`src/rtl/quad_decoder_if.sv`:
```
// Signal bundle between the quadrature decoder and its environment.
// master drives the filtered encoder channels and clear; slave is the decoder.
interface quad_decoder_if #(
  parameter int unsigned Width    = 16,
  parameter int unsigned ErrWidth = 8
);
  logic                a;
  logic                b;
  logic                index;
  logic                clear;
  logic [Width-1:0]    position;
  logic                direction;
  logic                step;
  logic                error;
  logic [ErrWidth-1:0] err_count;
  logic [Width-1:0]    index_position;

  modport master (
    output a, b, index, clear,
    input  position, direction, step, error, err_count, index_position
  );

  modport slave (
    input  a, b, index, clear,
    output position, direction, step, error, err_count, index_position
  );
endinterface

```
`src/rtl/quad_decoder.sv`:
```
// x4 quadrature decoder: signed wrapping position, direction, step strobe, illegal-jump detect.
// Optional index latch of the position on Index rising edge, enabled by QUAD_INDEX_LATCH_EN.
module quad_decoder #(
  parameter int unsigned Width    = 16,
  parameter int unsigned ErrWidth = 8
) (
  input logic          Clock,
  input logic          Reset_n,
  quad_decoder_if.slave qif
);

  localparam logic [Width-1:0]    PosOne = Width'(1);
  localparam logic [ErrWidth-1:0] ErrOne = ErrWidth'(1);

  logic                primed_q, primed_d;
  logic [1:0]          prev_ab_q, prev_ab_d;
  logic [Width-1:0]    pos_q, pos_d;
  logic                dir_q, dir_d;
  logic                step_q, step_d;
  logic                err_q, err_d;
  logic [ErrWidth-1:0] cnt_q, cnt_d;
  logic [1:0]          ab;
  logic                fwd, bwd, illegal;

  // Forward Gray order: 00 -> 01 -> 11 -> 10 -> 00.
  function automatic logic [1:0] gray_next(input logic [1:0] s);
    unique case (s)
      2'b00:   gray_next = 2'b01;
      2'b01:   gray_next = 2'b11;
      2'b11:   gray_next = 2'b10;
      default: gray_next = 2'b00;
    endcase
  endfunction

  assign ab      = {qif.a, qif.b};
  assign fwd     = (ab == gray_next(prev_ab_q));
  assign bwd     = (prev_ab_q == gray_next(ab));
  assign illegal = ((ab ^ prev_ab_q) == 2'b11);

  always_comb begin
    primed_d  = 1'b1;
    prev_ab_d = ab;
    pos_d     = pos_q;
    dir_d     = dir_q;
    step_d    = 1'b0;
    err_d     = err_q;
    cnt_d     = cnt_q;
    if (qif.clear) begin
      pos_d = '0;
      err_d = 1'b0;
      cnt_d = '0;
    end else if (primed_q) begin
      if (fwd) begin
        pos_d  = pos_q + PosOne;
        dir_d  = 1'b1;
        step_d = 1'b1;
      end else if (bwd) begin
        pos_d  = pos_q - PosOne;
        dir_d  = 1'b0;
        step_d = 1'b1;
      end else if (illegal) begin
        err_d = 1'b1;
        if (cnt_q != '1) cnt_d = cnt_q + ErrOne;
      end
    end
  end

  always_ff @(posedge Clock or negedge Reset_n) begin
    if (!Reset_n) begin
      primed_q  <= 1'b0;
      prev_ab_q <= 2'b00;
      pos_q     <= '0;
      dir_q     <= 1'b1;
      step_q    <= 1'b0;
      err_q     <= 1'b0;
      cnt_q     <= '0;
    end else begin
      primed_q  <= primed_d;
      prev_ab_q <= prev_ab_d;
      pos_q     <= pos_d;
      dir_q     <= dir_d;
      step_q    <= step_d;
      err_q     <= err_d;
      cnt_q     <= cnt_d;
    end
  end

  assign qif.position  = pos_q;
  assign qif.direction = dir_q;
  assign qif.step      = step_q;
  assign qif.error     = err_q;
  assign qif.err_count = cnt_q;

`ifdef QUAD_INDEX_LATCH_EN
  logic             prev_index_q, prev_index_d;
  logic [Width-1:0] idx_pos_q, idx_pos_d;

  // Edge detect only runs once primed, so Index high at reset release still latches once.
  always_comb begin
    prev_index_d = prev_index_q;
    idx_pos_d    = idx_pos_q;
    if (primed_q) begin
      prev_index_d = qif.index;
      if (qif.index && !prev_index_q) idx_pos_d = pos_d;
    end
  end

  always_ff @(posedge Clock or negedge Reset_n) begin
    if (!Reset_n) begin
      prev_index_q <= 1'b0;
      idx_pos_q    <= '0;
    end else begin
      prev_index_q <= prev_index_d;
      idx_pos_q    <= idx_pos_d;
    end
  end

  assign qif.index_position = idx_pos_q;
`else
  logic unused_index;
  assign unused_index       = qif.index;
  assign qif.index_position = '0;
`endif

endmodule

```
`src/flat_wrapper.sv`:
```
// flat-port wrapper written by rule: the top's interface ports become plain ports
module quad_decoder_flat 
#(
  parameter int unsigned Width    = 16,
  parameter int unsigned ErrWidth = 8
)
  (Clock, Reset_n, qif_a, qif_b, qif_index, qif_clear, qif_position, qif_direction, qif_step, qif_error, qif_err_count, qif_index_position);
  quad_decoder_if #(.Width(Width), .ErrWidth(ErrWidth)) qif_i ();
  input logic Clock;
  input logic Reset_n;
  input wire logic [$bits(qif_i.a)-1:0] qif_a;
  input wire logic [$bits(qif_i.b)-1:0] qif_b;
  input wire logic [$bits(qif_i.index)-1:0] qif_index;
  input wire logic [$bits(qif_i.clear)-1:0] qif_clear;
  output wire logic [$bits(qif_i.position)-1:0] qif_position;
  output wire logic [$bits(qif_i.direction)-1:0] qif_direction;
  output wire logic [$bits(qif_i.step)-1:0] qif_step;
  output wire logic [$bits(qif_i.error)-1:0] qif_error;
  output wire logic [$bits(qif_i.err_count)-1:0] qif_err_count;
  output wire logic [$bits(qif_i.index_position)-1:0] qif_index_position;
  assign qif_i.a = qif_a;
  assign qif_i.b = qif_b;
  assign qif_i.index = qif_index;
  assign qif_i.clear = qif_clear;
  assign qif_position = qif_i.position;
  assign qif_direction = qif_i.direction;
  assign qif_step = qif_i.step;
  assign qif_error = qif_i.error;
  assign qif_err_count = qif_i.err_count;
  assign qif_index_position = qif_i.index_position;
  quad_decoder #(.Width(Width), .ErrWidth(ErrWidth)) u_core (.Clock(Clock), .Reset_n(Reset_n), .qif(qif_i));
endmodule
```
`config.mk`:
```
export PLATFORM = sky130hd
export DESIGN_NAME = quad_decoder_flat
export DESIGN_NICKNAME = d
export VERILOG_FILES = /design/src/rtl/quad_decoder_if.sv /design/src/rtl/quad_decoder.sv /design/src/flat_wrapper.sv
export SDC_FILE = /design/constraint.sdc
export NUM_CORES = 1
export LEC_CHECK = 0
export BUFFER_PORTS_ARGS = -buffer_cell sky130_fd_sc_hd__buf_2
export CAP_MARGIN = 25
export CORE_AREA = 3 3 79 81
export DETAILED_ROUTE_END_ITERATION = 8
export DIE_AREA = 0 0 82 84
export PLACE_DENSITY_LB_ADDON = 0.12
export SETUP_SLACK_MARGIN = 0.05
export SYNTH_ARGS = -nofsm -noshare
export SYNTH_HDL_FRONTEND = slang
export SYNTH_SLANG_ARGS = --single-unit
```
`constraint.sdc`:
```
create_clock -name Clock -period 5.63 [get_ports Clock]
set_input_delay 0.2815 -clock Clock [delete_from_list [all_inputs] [get_ports Clock]]
set_output_delay 0.2815 -clock Clock [all_outputs]
set_load 0.03 [all_outputs]
```
==> Word level (Yosys, flattened, before mapping) <==
Index checks and enable logic that the tools add are counted.
{ "totals": {"register_bits": 30, "latchBits": 0, "ram_bits": 0, "rom_bits": 0, "memories": 0} }
{ "classes": {"add_sub_neg": 3, "mul": 0, "n_div": 0, "order_cmp": 0, "n_eq_ne": 10, "n_shift": 0, "n_mux": 23, "bitwise": 2, "reduce_logical": 11} }
{ "op_table": {"columns": ["operator", "count"], "rows": [
  ["two-way mux 16 bit", 4],
  ["two-way mux 8 bit", 6],
  ["adder 16 x 1 -> 16 bit, second input constant", 1],
  ["subtractor 16 x 1 -> 16 bit, second input constant", 1],
  ["one-hot mux 2 bit (3 select lines)", 2],
  ["two-way mux 1 bit", 11],
  ["adder 8 x 1 -> 8 bit, second input constant", 1],
  ["!= test 8 bit, second input constant", 1],
  ["nonzero test 2 bit", 4],
  ["== test 2 bit, second input constant", 3],
  ["AND reduction 5 bit", 1],
  ["== test 2 x 1 -> 1 bit, second input constant", 2],
  ["== test 2 bit", 2],
  ["zero test 2 bit", 2],
  ["!= test 2 bit, second input constant", 2],
  ["AND reduction 4 bit", 1],
  ["AND reduction 3 bit", 1],
  ["nonzero test 3 bit", 1],
  ["AND reduction 2 bit", 1],
  ["bitwise XOR 2 bit", 1],
  ["NOT 1 bit", 1]
]} }

==> Depth between registers and ports, before layout <==
{ "depth": {"ltp_word": 7, "ltp_mapped": 11, "mapped_depth_nobuf": 10} }

==> Worst setup path after synthesis <==
Ideal clock, no wire load.
{ "synth_timing": {"path_type": "register to register", "start": "register u_core.prev_ab_q[1]", "end": "register u_core.pos_q[15], in the netlist u_core.qif.position[15]", "setup_ns": 0.128, "arrival_ns": 2.612, "t_required_ns": 5.502, "slack_ns": 2.890, "stages_incl_launch_ff": 11, "n_path_buf": 0, "synth_period_minus_slack_ns": 2.740, "cell_sequence": "dfrtp_1 xor2_1 and2_1 inv_1 ha_1 a211oi_2 o21bai_2 a211oi_4 a2bb2oi_2 mux2i_1 mux2_1"} }
{ "synth_between": {"elab_chain_cells": 6, "word_cells_on_any_way": 11, "cone_classes": "eq/ne: 4; mux: 4; reduce/logical: 3"} }
{ "synth_rtl": {"columns": ["element", "line", "rtl"], "rows": [
  ["start: declaration", "quad_decoder.sv:16", "logic [1:0] prev_ab_q, prev_ab_d;"],
  ["start signal: assignment", "quad_decoder.sv:79", "prev_ab_q <= prev_ab_d;"],
  ["== test 2 bit, or another cell as far along", "quad_decoder.sv:27", "unique case (s)"],
  ["one-hot mux 2 bit (3 select lines)", "quad_decoder.sv:27", null],
  ["== test 2 bit", "quad_decoder.sv:36", "assign fwd = (ab == gray_next(prev_ab_q));"],
  ["two-way mux 16 bit", "quad_decoder.sv:53", "if (fwd) begin"],
  ["two-way mux 16 bit", "quad_decoder.sv:52", "end else if (primed_q) begin"],
  ["two-way mux 16 bit", "quad_decoder.sv:48", "if (qif.clear) begin"],
  ["end signal: assignment", "quad_decoder.sv:80", "pos_q <= pos_d;"],
  ["end: declaration", "quad_decoder.sv:17", "logic [Width-1:0] pos_q, pos_d;"]
]} }
Parallel ways exist; a longest one is shown, timed or not. The select of a mux whose other input is x is not followed.
A chain may end at the register's enable or synchronous reset.

==> Final worst setup path <==
{ "layout_timing": {"start": "register u_core.prev_ab_q[1]", "end": "register u_core.pos_q[12], in the netlist u_core.qif.position[12]"} }
The elaborated chain is that of the path after synthesis.

==> impl_metrics.toml <==
[timing]
slew-limit-headroom_pct = 44.5
fmax_mhz = 315
worst_slew_pin_slew_ns = 0.833
hold_slack_ns = 0.0228
rsz0062_at_grt = "false"
finalClockSkew_ns = 0.00651
setup_viol = 0
fin_crit_ns = 3.17
hold_viol = 0
fin_setup_tns_ns = 0
finalCritPeriodShare_pct = 56.4
setup_ws_ns = 2.46
slew_viol_final = 0

[min_path]
hold_class = "primary input to asynchronous set/reset pin"

[worst_setup_path]
critPathArrivalTime_ns = 3.37
cp-start-kind = "register"
cp-end-kind = "register"
cpLargestDelayFamily = "compound AO/OA/AOI/OAI gates"
required_ns = 5.83
path_cells = "xor2_1 -> and2_1 -> inv_1 -> ha_1 -> a21o_1 -> a31oi_1 -> a21boi_0 -> o21ai_0 -> xnor2_1 -> o31ai_1"
cp_num_buf_inv = 1
crit_fanout = 18
crit_type = "register to register"
cpMaxStageDelayCell = "inv_1"
slowest_delay_ns = 0.49

[synthesis]
yosys_warnings = 0
yosysTopAreaCellShare_pct = 33.0
avgSynthCellArea_um2 = 9.09
ys_types = 51
yosysSeqAreaShare_pct = 34.2
synthArstFlopShare_pct = 100
yosysTopAreaCell = "dfrtp_1"
synth_edf_count = 0
yosys_register_bits = 30
syn-instance-count = 242
synth_flop_cell = "dfrtp_1"
synth_area_mm2 = 0.00220
ys_top_cells_by_area = "dfrtp_1 (33%), ha_1 (9.7%), buf_4 (5.8%)"

[grt]
use_met1_pct = 19.2
antenna_found_initial = 0
top_usage_layer = "met2"
grt_pass1_vias = 1746
grt_pass1_wl_um = 8240
grt_use_total_pct = 15.6
use_met2_pct = 25.4
use_met3_pct = 4.21
grt_max_degree = 31
gr-total-overflow = 0

[final_layout]
instances_no_fill = 342
syn2layout_area_growth_pct = 11.3
fin_nets = 293
layout-drive-gt1-share_pct = 18.9
fillers = 590
fin_util_pct = 44.2
final_cell_area_mm2 = 0.00245
diodes = 0

[floorplanning]
core_region_area_mm2 = 0.00554
dieWidth_um = 82
io_pins = 49
dieArea_mm2 = 0.00689
core.rowCount = 27
start_util_pct = 39.7
die_height_um = 84

[cts]
cts_tree = "done"
clock_sinks = 30
clk_pin_slew_ns = 0.08
holdBufCountCts = 0
cts_resized = 0
clk_latency_ns = 0.30
cts_buffers = 5
cts_root_buf = "clkbuf_8"
htree_levels = 2
cts_max_path_buffers = 2
cts_setup_buffers = 0

[placed_design]
place_congestion = 0.824
portBuffers = 31
place_hpwl_um = 3370
dpl_cell_area_mm2 = 0.00233
place_ws_ns = 2.43
dp.cells = 334

[pwr]
peakVddDrop_mv = 0.134
leakagePower_nw = 1.24
power_mw = 0.992
p_per_area_mw_per_mm2 = 405

[detailed_routing]
vias = 1773
drt_iter0_drc = 105
wl_um = 4850
ant_nets = 0
drc = 0
wire_per_inst_um = 14.2
viasPerCell = 5.18
firstDrtPassIters = 4

[outcome]
status = "finished, final reports clean"

[run]
max_cap_viol_count = 0
## registers in the layout, indices dropped and copies added, names as in the netlist
register and cells:
u_core.prev_ab_q 2, u_core.primed_q 1, u_core.qif.direction 1, u_core.qif.err_count 8, u_core.qif.error 1, u_core.qif.position 16, u_core.qif.step 1
## synth_stat cells, types with 3 or more instances
cell / number
xnor2_1: 9
inv_1: 5
mux2i_1: 4
nand2_1: 32
buf_4: 17
nand4_1: 3
or3_1: 4
a31oi_1: 6
a21oi_1: 18
a21o_1: 8
nand3_1: 10
ha_1: 17
buf_2: 4
clkbuf_1: 4
and3_1: 5
xor2_1: 10
nor2_1: 12
dfrtp_1: 29
o21ai_0: 7
## layout by cell type, fill, tap and decap left out, types with 2 or more instances in the layout
cell / instances
dfrtp_1: 29
nand2_1: 32
and3_1: 5
xor2_1: 10
nor4b_1: 2
nand3_1: 10
clkbuf_8: 5
clkinvlp_4: 2
conb_1: 17
nand4_1: 3
inv_1: 5
and4_1: 2
ha_1: 17
a31o_2: 2
buf_2: 31
a21o_1: 8
o21ai_0: 7
mux2i_1: 4
nor2_1: 12
or3_1: 4
a31oi_1: 6
xnor2_1: 9
a211oi_1: 2
nor3_1: 2
a21oi_1: 18
## final cells by class
type                            instances  area, um^2  share of cell area, %
Multi-Input combinational cell        196        1320                   53.9
Sequential cell                        30         752                   30.7
Timing Repair Buffer                   31         155                   6.34
Tap cell                               72        90.1                   3.68
Clock buffer                            5        68.8                   2.81
Clock inverter                          3        45.0                   1.84
Inverter                                5        18.8                  0.766
## metal layers
layer  vias up  part of all wire, %
met5         -                    0
met4         0                  1.4
met3         6                  4.3
met2        41                   48
met1       840                   46
li1        886                    -
## worst register-to-register path, cell delays in order (launching register included)
cell	delay (ns)
dfrtp_1	0.40
xor2_1	0.16
and2_1	0.18
inv_1	0.49
ha_1	0.45
a21o_1	0.21
a31oi_1	0.12
a21boi_0	0.49
o21ai_0	0.23
xnor2_1	0.16
o31ai_1	0.19
## path summary, 6_finish.rpt
kind	from	end	slack, ns	depth (start not counted)
hold / removal	Reset_n	u_core.qif.position[12]	0.02	1
setup / recovery	u_core.prev_ab_q[1]	u_core.qif.position[12]	2.46	10
max in group asynchronous	Reset_n	u_core.qif.position[1]	5.15	1
hold reg to reg	u_core.qif.error	u_core.qif.error	0.52	2
setup reg to reg	u_core.prev_ab_q[1]	u_core.qif.position[12]	2.46	10
min in group Clock	qif_a	u_core.prev_ab_q[1]	0.14	1
## power breakdown
part | internal [mW] | switching (mW) | leakage, nW
combinational | 0.192 | 0.299 | 0.792
sequential | 0.246 | 0.0261 | 0.399
clock | 0.132 | 0.0969 | 0.0504
## cell families after synthesis
group,Yosys count,share of synthesized area [%]
other cells,2,0.341
buf+inv,31,8.42
simple gates,77,16.9
xor+xnor,19,7.57
mux,6,2.84
flops,30,34.2
compound gates,59,19.2
fa+ha+maj,18,10.6
(Power assumes the default switching activity.)
